[config.mk]
export PLATFORM = sky130hd
export DESIGN_NAME = pwm_bank
export DESIGN_NICKNAME = d
export VERILOG_FILES = /design/src/rtl/pwm_bank.sv
export SDC_FILE = /design/constraint.sdc
export NUM_CORES = 1
export LEC_CHECK = 0
export CAP_MARGIN = 40
export CORE_ASPECT_RATIO = 0.9
export CORE_MARGIN = 2
export CORE_UTILIZATION = 60
export DETAILED_ROUTE_END_ITERATION = 7
export DONT_BUFFER_PORTS = 1
export GPL_TIMING_DRIVEN = 0
export PLACE_DENSITY = 0.76
export SETUP_SLACK_MARGIN = 0.4
export SLEW_MARGIN = 15
export SYNTH_ARGS = -nofsm -noshare
export SYNTH_HDL_FRONTEND = slang
export SYNTH_SLANG_ARGS = --single-unit
export TNS_END_PERCENT = 100
[constraint.sdc]
create_clock -name clk -period 4.4 [get_ports clk]
set_input_delay 0.88 -clock clk [delete_from_list [all_inputs] [get_ports clk]]
set_output_delay 0.88 -clock clk [all_outputs]
set_load 0.01 [all_outputs]
[src/rtl/pwm_bank.sv]
// N-channel PWM / digital output bank sharing one period counter, with duty and period
// writes double-buffered to the period wrap. RD is combinational, out is one cycle after cnt/MODE/DOUT, and there is no backpressure.
module pwm_bank #(
  parameter int N_CH   = 16,
  parameter int CNT_W  = 16,
  parameter int ADDR_W = 7
) (
  input  logic              clk,
  input  logic              rst_n,
  input  logic [ADDR_W-1:0] A,
  input  logic [31:0]       WD,
  input  logic              WE,
  output logic [31:0]       RD,
  output logic [N_CH-1:0]   out,
  output logic              period_tick
);

  localparam int WI_W = ADDR_W - 2;
  localparam logic [WI_W-1:0] IDX_CTRL   = WI_W'(0);
  localparam logic [WI_W-1:0] IDX_PERIOD = WI_W'(1);
  localparam logic [WI_W-1:0] IDX_COUNT  = WI_W'(2);
  localparam logic [WI_W-1:0] IDX_MODE   = WI_W'(3);
  localparam logic [WI_W-1:0] IDX_DOUT   = WI_W'(4);

  logic [WI_W-1:0]  widx;
  logic             en;
  logic             upd_pend;
  logic [CNT_W-1:0] period_sh;
  logic [CNT_W-1:0] period_act;
  logic [CNT_W-1:0] cnt;
  logic [N_CH-1:0]  mode;
  logic [N_CH-1:0]  dout;
  logic [CNT_W-1:0] duty_sh  [N_CH];
  logic [CNT_W-1:0] duty_act [N_CH];

  logic             wr_ctrl, wr_period, wr_mode, wr_dout;
  logic [N_CH-1:0]  wr_duty;
  logic             wrap, load, shadow_wr;
  logic [N_CH-1:0]  pwm;

  assign widx      = A[ADDR_W-1:2];
  assign wr_ctrl   = WE && (widx == IDX_CTRL);
  assign wr_period = WE && (widx == IDX_PERIOD);
  assign wr_mode   = WE && (widx == IDX_MODE);
  assign wr_dout   = WE && (widx == IDX_DOUT);

  always_comb begin
    wr_duty = '0;
    pwm     = '0;
    for (int k = 0; k < N_CH; k++) begin
      wr_duty[k] = WE && (widx == WI_W'(5 + k));
      pwm[k]     = en && (cnt < duty_act[k]);
    end
  end

  assign wrap        = en && (cnt == period_act);
  assign period_tick = wrap;
  // While disabled the actives track the shadows every cycle; when enabled only at a pending wrap.
  assign load        = !en || (wrap && upd_pend);
  assign shadow_wr   = wr_period || (|wr_duty);

  always_ff @(posedge clk or negedge rst_n) begin
    if (!rst_n) begin
      en         <= 1'b0;
      upd_pend   <= 1'b0;
      period_sh  <= '0;
      period_act <= '0;
      cnt        <= '0;
      mode       <= '0;
      dout       <= '0;
      out        <= '0;
      for (int k = 0; k < N_CH; k++) begin
        duty_sh[k]  <= '0;
        duty_act[k] <= '0;
      end
    end else begin
      if (!en || wrap) cnt <= '0;
      else             cnt <= cnt + 1'b1;

      // A shadow write on the load cycle keeps the flag: the load took the old shadow value.
      if (shadow_wr) upd_pend <= 1'b1;
      else if (load) upd_pend <= 1'b0;

      if (load) begin
        period_act <= period_sh;
        for (int k = 0; k < N_CH; k++) duty_act[k] <= duty_sh[k];
      end

      if (wr_ctrl)   en        <= WD[0];
      if (wr_period) period_sh <= WD[CNT_W-1:0];
      if (wr_mode)   mode      <= WD[N_CH-1:0];
      if (wr_dout)   dout      <= WD[N_CH-1:0];
      for (int k = 0; k < N_CH; k++)
        if (wr_duty[k]) duty_sh[k] <= WD[CNT_W-1:0];

      out <= (mode & pwm) | (~mode & dout);
    end
  end

  always_comb begin
    RD = '0;
    if      (widx == IDX_CTRL)   RD = {30'd0, upd_pend, en};
    else if (widx == IDX_PERIOD) RD = 32'(period_sh);
    else if (widx == IDX_COUNT)  RD = 32'(cnt);
    else if (widx == IDX_MODE)   RD = 32'(mode);
    else if (widx == IDX_DOUT)   RD = 32'(dout);
    else begin
      for (int k = 0; k < N_CH; k++)
        if (widx == WI_W'(5 + k)) RD = 32'(duty_sh[k]);
    end
  end

endmodule
==> flow_summary.ini, run 1 <==
[grt]
grt_util_all_layers_pct = 45.2
grt_max_degree = 611
grt_pass1_wl_um = 176000
first_global_vias = 25000
grt_antenna_before_repair = 15
overflow = 0

[yosys]
yosysTopAreaCellShare_pct = 47.4
ys_ff_latch = 610
synthArstFlopShare_pct = 100
synth_cell_types = 78
synth.area.top_cells = dfrtp_1 47%, mux2_2 20%, ha_1 9.4%
ys.flop_type = dfrtp_1
avgSynthCellArea_um2 = 11.7
synth_largest_area_cell = dfrtp_1
ys_seq_area_share_pct = 47.4
synth_cells = 2756
synth_edf_count = 0
mappedNetlistArea_mm2 = 0.0322
yosys_warnings = 0

[cts]
cts_tree = done
numCtsBuffers = 61
cts-root-buf = clkbuf_16
clock-sinks = 610
clkSlewWorstSetupHoldPaths_ps = 60
clk_latency_ps = 650
htree_num_levels = 2
clock_path_buffers = 3

[route]
drc_errors = 0
vias = 24700
avgViaCountPerCell = 6.74
drt_iter0_drc = 3328
firstDrtPassIters = 6
wl_per_cell_um = 33.9
ant_nets = 0
wirelength_um = 124000

[floorplan]
core_region_area_mm2 = 0.0531
die_h_um = 224
rows = 80
start_util_pct = 60.7
ios = 91
die_x_um = 248
die_area_mm2 = 0.0556

[critical_path]
cp_cell_sequence = buf_4, or3b_2, nor2_1, a22oi_1, nand3_1, o31ai_2, a21oi_1
critPathRequiredTime_ps = 3520
worstSetupPathType = primary input to output port
critical_path_buf_inv_count = 1
crit_arrival_ps = 3170
r2r_start = cnt[10]
cpPeakStageDelay_ps = 620
critPathCaptureType = output port
crit_start = A[2]
crit_fanout = 9
cp_slowest_cell = nor2_1
worstSetupStartpointType = primary input
rrSetupSlack_ps = 650
crit_family = simple AND/OR/NAND/NOR gates

[placed_design]
dpl.cell_count = 3512
numPortBuffers = 0
dp_hpwl_um = 93600
gp_congestion = 1.03
dp_worst_setup_slack_ps = -560
placed_area_mm2 = 0.0339

[timing]
fin_crit_sh_pct = 92.0
max_freq_ghz = 0.247
worstMarginPinSlew_ps = 2820
worst_slack_ps = 352
hold_viol = 21
fin_skew_ps = 29.5
hold_ws_ps = -63.7
relSlewSlack_pct = -88.1
setup_viol = 0
period_needed_ps = 4050
rsz0062_at_grt = true
slew_viol_final = 372
tns_ps = 0

[power_and_ir_drop]
p_leak_nw = 17.7
finalPower_mw = 18.2
peakVddDrop_v = 0.000453
powerDensity_mw_per_mm2 = 495

[cells_and_area]
final_common_cell = dfrtp_1
drive_gt1_share_pct = 32.0
multi_input_area_mm2 = 0.0156
final_area_mm2 = 0.0368
final_util_pct = 69.4
layout.nets = 3184
synthToLayoutAreaGrowth_pct = 14.3
fin_cells = 3658
seq_area_mm2 = 0.0153
final_cell_mix = 595 x dfrtp_1, 575 x mux2_2, 272 x inv_1
nFillCells = 3733

[run_status]
outcome = finished, violations left
violations = negative hold slack, max-slew violations

[hold_path]
hold_class = primary input to async pin

[job]
maxCapViolCount = 0
## cell families (layout without fill, tap and decap cells)
family | after synthesis | after routing | share of synthesized area (%)
other cells | 1 | 23 | 0.0116
simple gates | 393 | 393 | 6.67
compound gates | 484 | 484 | 10.1
xor+xnor | 26 | 26 | 0.707
buf+inv | 419 | 602 | 5.44
fa+ha+maj | 241 | 241 | 9.36
flops | 610 | 610 | 47.4
mux | 582 | 582 | 20.3
## worst register-to-register path, stage by stage, from the launching register on
cell and delay (ps):
dfrtp_2 860, buf_16 260, xnor2_1 170, nand4_1 150, nor4_2 540, nand2_1 110, nand2_1 120, buf_2 310
buf_4 360, buf_4 350, mux2_2 380
## registers in the layout, summed over array words and instances, names as in the netlist
| signal | flops |
|---|---|
| period_sh | 16 |
| duty_act | 256 |
| cnt | 16 |
| out | 16 |
| upd_pend | 1 |
| mode | 16 |
| dout | 16 |
| en | 1 |
| period_act | 16 |
| duty_sh | 256 |
## area by class of cell
cell class	instances	area share (%)
multi-input cells	1742	42.2
clock inverters	36	1.62
inverters	272	2.77
repair buffers	67	2.62
diodes	7	0.0476
plain buffers	147	2.18
flip-flops and latches	610	41.5
clock buffers	80	4.64
well taps	697	2.37
## synth_stat cells (6+ instances only)
cell       instances
a22oi_1           47
clkbuf_1          44
a22o_1            10
nand2b_1          30
o221ai_1           8
o21a_1            11
nand2_1           75
o211ai_1           9
xnor2_1           21
nand3_1           39
nand2_2            7
a211oi_1          22
nor2b_1           45
o32ai_1            6
buf_2             54
a21oi_1           96
inv_1            272
dfrtp_1          610
nand4_1           32
a31oi_1           21
a21o_1            58
a211o_1            6
mux2_2           575
nor3_1            22
buf_1             20
or3_1              7
a222oi_1           8
o22ai_1           15
buf_4             28
and3_1            10
nor2_1            72
o21ai_0           94
ha_1             241
a221oi_1          19
and4b_1            6
o2111ai_1          7
mux2i_1            7
## report_power, final
| group | leakage [nW] | internal (mW) | switching (mW) |
|---|---|---|---|
| clock network | 1.12 | 3.57 | 2.36 |
| logic | 8.76 | 2.01 | 1.98 |
| registers | 7.80 | 6.94 | 1.35 |
| total | 17.7 | 12.5 | 5.70 |
## worst paths after layout
check / endpoint / depth (start not counted)
worst max-delay path: RD[10] / 7
worst max register to register: duty_act[253] / 10
worst min-delay path: duty_sh[235] / 0
min in group clk: duty_act[146] / 1
max in group asynchronous: cnt[2] / 0
worst min register to register: duty_act[146] / 1
## timing repair
item                       4_1_cts  5_1_grt
setup endpoints to repair       16       16
buffers inserted                10        7
pin swaps                       11        7
hold endpoints to repair       504      202
resized for setup               88       25
## routing by layer
metal | vias to the layer above | routed length [µm] | global-route usage [%]
li1 | 10200 | - | -
met1 | 12700 | 50400 | 62.4
met2 | 1462 | 52000 | 64.4
met3 | 367 | 14500 | 14.2
met4 | 2 | 7280 | 22.4
met5 | - | 11 | 0
Note: power is estimated with default switching activity, not from simulation.
==> run 2: changes to the inputs <==
--- a/config.mk
+++ b/config.mk
@@ -14,6 +14,7 @@
 export GPL_TIMING_DRIVEN = 0
 export PLACE_DENSITY = 0.76
 export SETUP_SLACK_MARGIN = 0.4
+export SKIP_LAST_GASP = 1
 export SLEW_MARGIN = 15
 export SYNTH_ARGS = -nofsm -noshare
 export SYNTH_HDL_FRONTEND = slang
==> constraint.sdc (replaced) <==
create_clock -name clk -period 4 [get_ports clk]
set_input_delay 0.8 -clock clk [delete_from_list [all_inputs] [get_ports clk]]
set_output_delay 0.8 -clock clk [all_outputs]
set_load 0.01 [all_outputs]
==> flow_summary.ini, run 2 (synthesis results as in run 1) <==
[run_status]
outcome = finished, violations left
violations = negative hold slack, max-slew violations

[grt]
grt_pass1_wl_um = 176000
first_global_vias = 25100
grt_util_all_layers_pct = 45.3
grt_max_degree = 611
overflow = 0
grt_antenna_before_repair = 15

[critical_path]
cpPeakStageDelay_ps = 410
crit_arrival_ps = 2860
critPathCaptureType = output port
crit_start = A[6]
cp_cell_sequence = clkbuf_2, buf_4, nor2b_2, a22oi_1, nor3_1, a21oi_1, and3_1, o21ai_2
r2r_start = cnt[8]
rrSetupSlack_ps = 550
critPathCapture = RD[3]
cp_slowest_cell = nor2b_2
worstSetupPathType = primary input to output port
worst-r2r-cell-count = 10
r2r-end = duty_act[253]
crit_fanout = 10
critPathRequiredTime_ps = 3200
worstSetupStartpointType = primary input

[cells_and_area]
final_cell_mix = 595 x dfrtp_1, 575 x mux2_2, 272 x inv_1
drive_gt1_share_pct = 33.5
multi_input_area_mm2 = 0.0159
seq_area_mm2 = 0.0153
nFillCells = 3670
largest_registers = duty_act (256), duty_sh (256)
layout.nets = 3200
final_area_mm2 = 0.0374
synthToLayoutAreaGrowth_pct = 15.9
final_common_cell = dfrtp_1

[power_and_ir_drop]
peakVddDrop_v = 0.000498
power_frac_seq_pct = 45.4
finalPower_mw = 20.1
p_leak_nw = 17.9
p_int_mw = 13.8
p_sw_share_pct = 31.3
pwr-share-clk_pct = 32.5
powerDensity_mw_per_mm2 = 539
netSwitchingPower_mw = 6.30
p_comb_share_pct = 22.1

[floorplan]
ios = 91
start_util_pct = 60.7
rows = 80
die_x_um = 248
die_area_mm2 = 0.0556
die_h_um = 224
core_region_area_mm2 = 0.0531

[timing]
relSlewSlack_pct = -118
tns_ps = 0
max_freq_ghz = 0.273
setup_viol = 0
worstMarginPinSlew_ps = 3270
fin_skew_ps = 25.4
period_needed_ps = 3660
hold_ws_ps = -139
worst_slack_ps = 341
rsz0062_at_grt = true
slew_viol_final = 451
hold_viol = 85
fin_crit_sh_pct = 91.5

[route]
drc_errors = 0
ant_nets = 0
wirelength_um = 124000
wl_per_cell_um = 33.8
firstDrtPassIters = 6
avgViaCountPerCell = 6.75
vias = 24800
drt_iter0_drc = 3304

[cts]
clk_latency_ps = 650
cts_tree = done
clkSlewWorstSetupHoldPaths_ps = 60
clock_path_buffers = 3
numCtsBuffers = 61
cts-root-buf = clkbuf_16
clock-sinks = 610
htree_num_levels = 2

[placed_design]
placed_area_mm2 = 0.0339
dp_hpwl_um = 93600
dp_worst_setup_slack_ps = -800
numPortBuffers = 0
gp_congestion = 1.03

[job]
maxCapViolCount = 0

[hold_path]
hold_class = primary input to async pin
run 2: changes by cell type in the layout (fill, tap and decap cells not counted), moves of 4 or more:
cell,delta
diode_2,-4
buf_4,+17
buf_8,+4
buf_2,-6
buf_6,+7
nor2_4,+4
o21ai_0,-4
run 2: power groups by stage:
stage	logic [mW]	clock network [mW]	registers (mW)
detailed placement	4.21	0	9.12
CTS	4.35	6.55	9.02
floorplan	3.15	0	8.38
global placement	3.89	0	9.04
finish	4.46	6.54	9.13
global route	4.82	6.79	9.21
run 2: per-stage QoR:
| stage | instances | util, % |
|---|---|---|
| final | 3670 | 70.4 |
| after global routing | 3668 | 70.4 |
| after CTS | 3661 | 69.9 |
| after detailed placement | 3512 | 63.9 |
| after global placement | 3468 | 62.5 |
| after floorplan | 2771 | - |
run 2: per-layer routing:
| layer | wire (µm) | vias up | track usage, % | share of wire [%] |
|---|---|---|---|---|
| li1 | - | 10200 | - | - |
| met1 | 50000 | 12600 | 63.2 | 40 |
| met2 | 52000 | 1554 | 65.0 | 42 |
| met3 | 14500 | 376 | 12.9 | 12 |
| met4 | 7470 | 4 | 22.2 | 6.0 |
| met5 | 27 | - | 0 | 0.022 |
run 2: critical path: cells and delay by family:
| family | cells | cell delay, ps |
|---|---|---|
| buf+inv | 2 | 520 |
| compound gates | 3 | 520 |
| simple gates | 3 | 1000 |
run 2: worst min path at each step:
stage,slack (ps),to,depth (start not counted),from
after floorplan,460,out[2],1,mode[2]
after global placement,490,duty_sh[210],1,duty_sh[210]
after detailed placement,490,duty_sh[31],1,duty_sh[31]
after CTS,-150,duty_act[232],0,rst_n
after global routing,-150,duty_act[233],0,rst_n
final,-140,duty_act[233],0,rst_n
run 2: cell type report:
class / instances / share of cell area (%)
multi-input combinational: 1742 / 42.5
sequential: 610 / 40.9
clock buffer: 80 / 4.57
timing repair buffer: 83 / 2.92
inverter: 272 / 2.73
buffer: 147 / 2.42
tap: 697 / 2.33
clock inverter: 36 / 1.60
antenna: 3 / 0.0201
run 2: what timing repair did:
| item | in CTS | in global routing |
|---|---|---|
| setup endpoints to repair | 103 | 103 |
| pin swaps | 25 | 20 |
| buffers inserted | 33 | 1 |
| endpoints found under the hold margin | 610 | 473 |
| resized for setup | 161 | 49 |
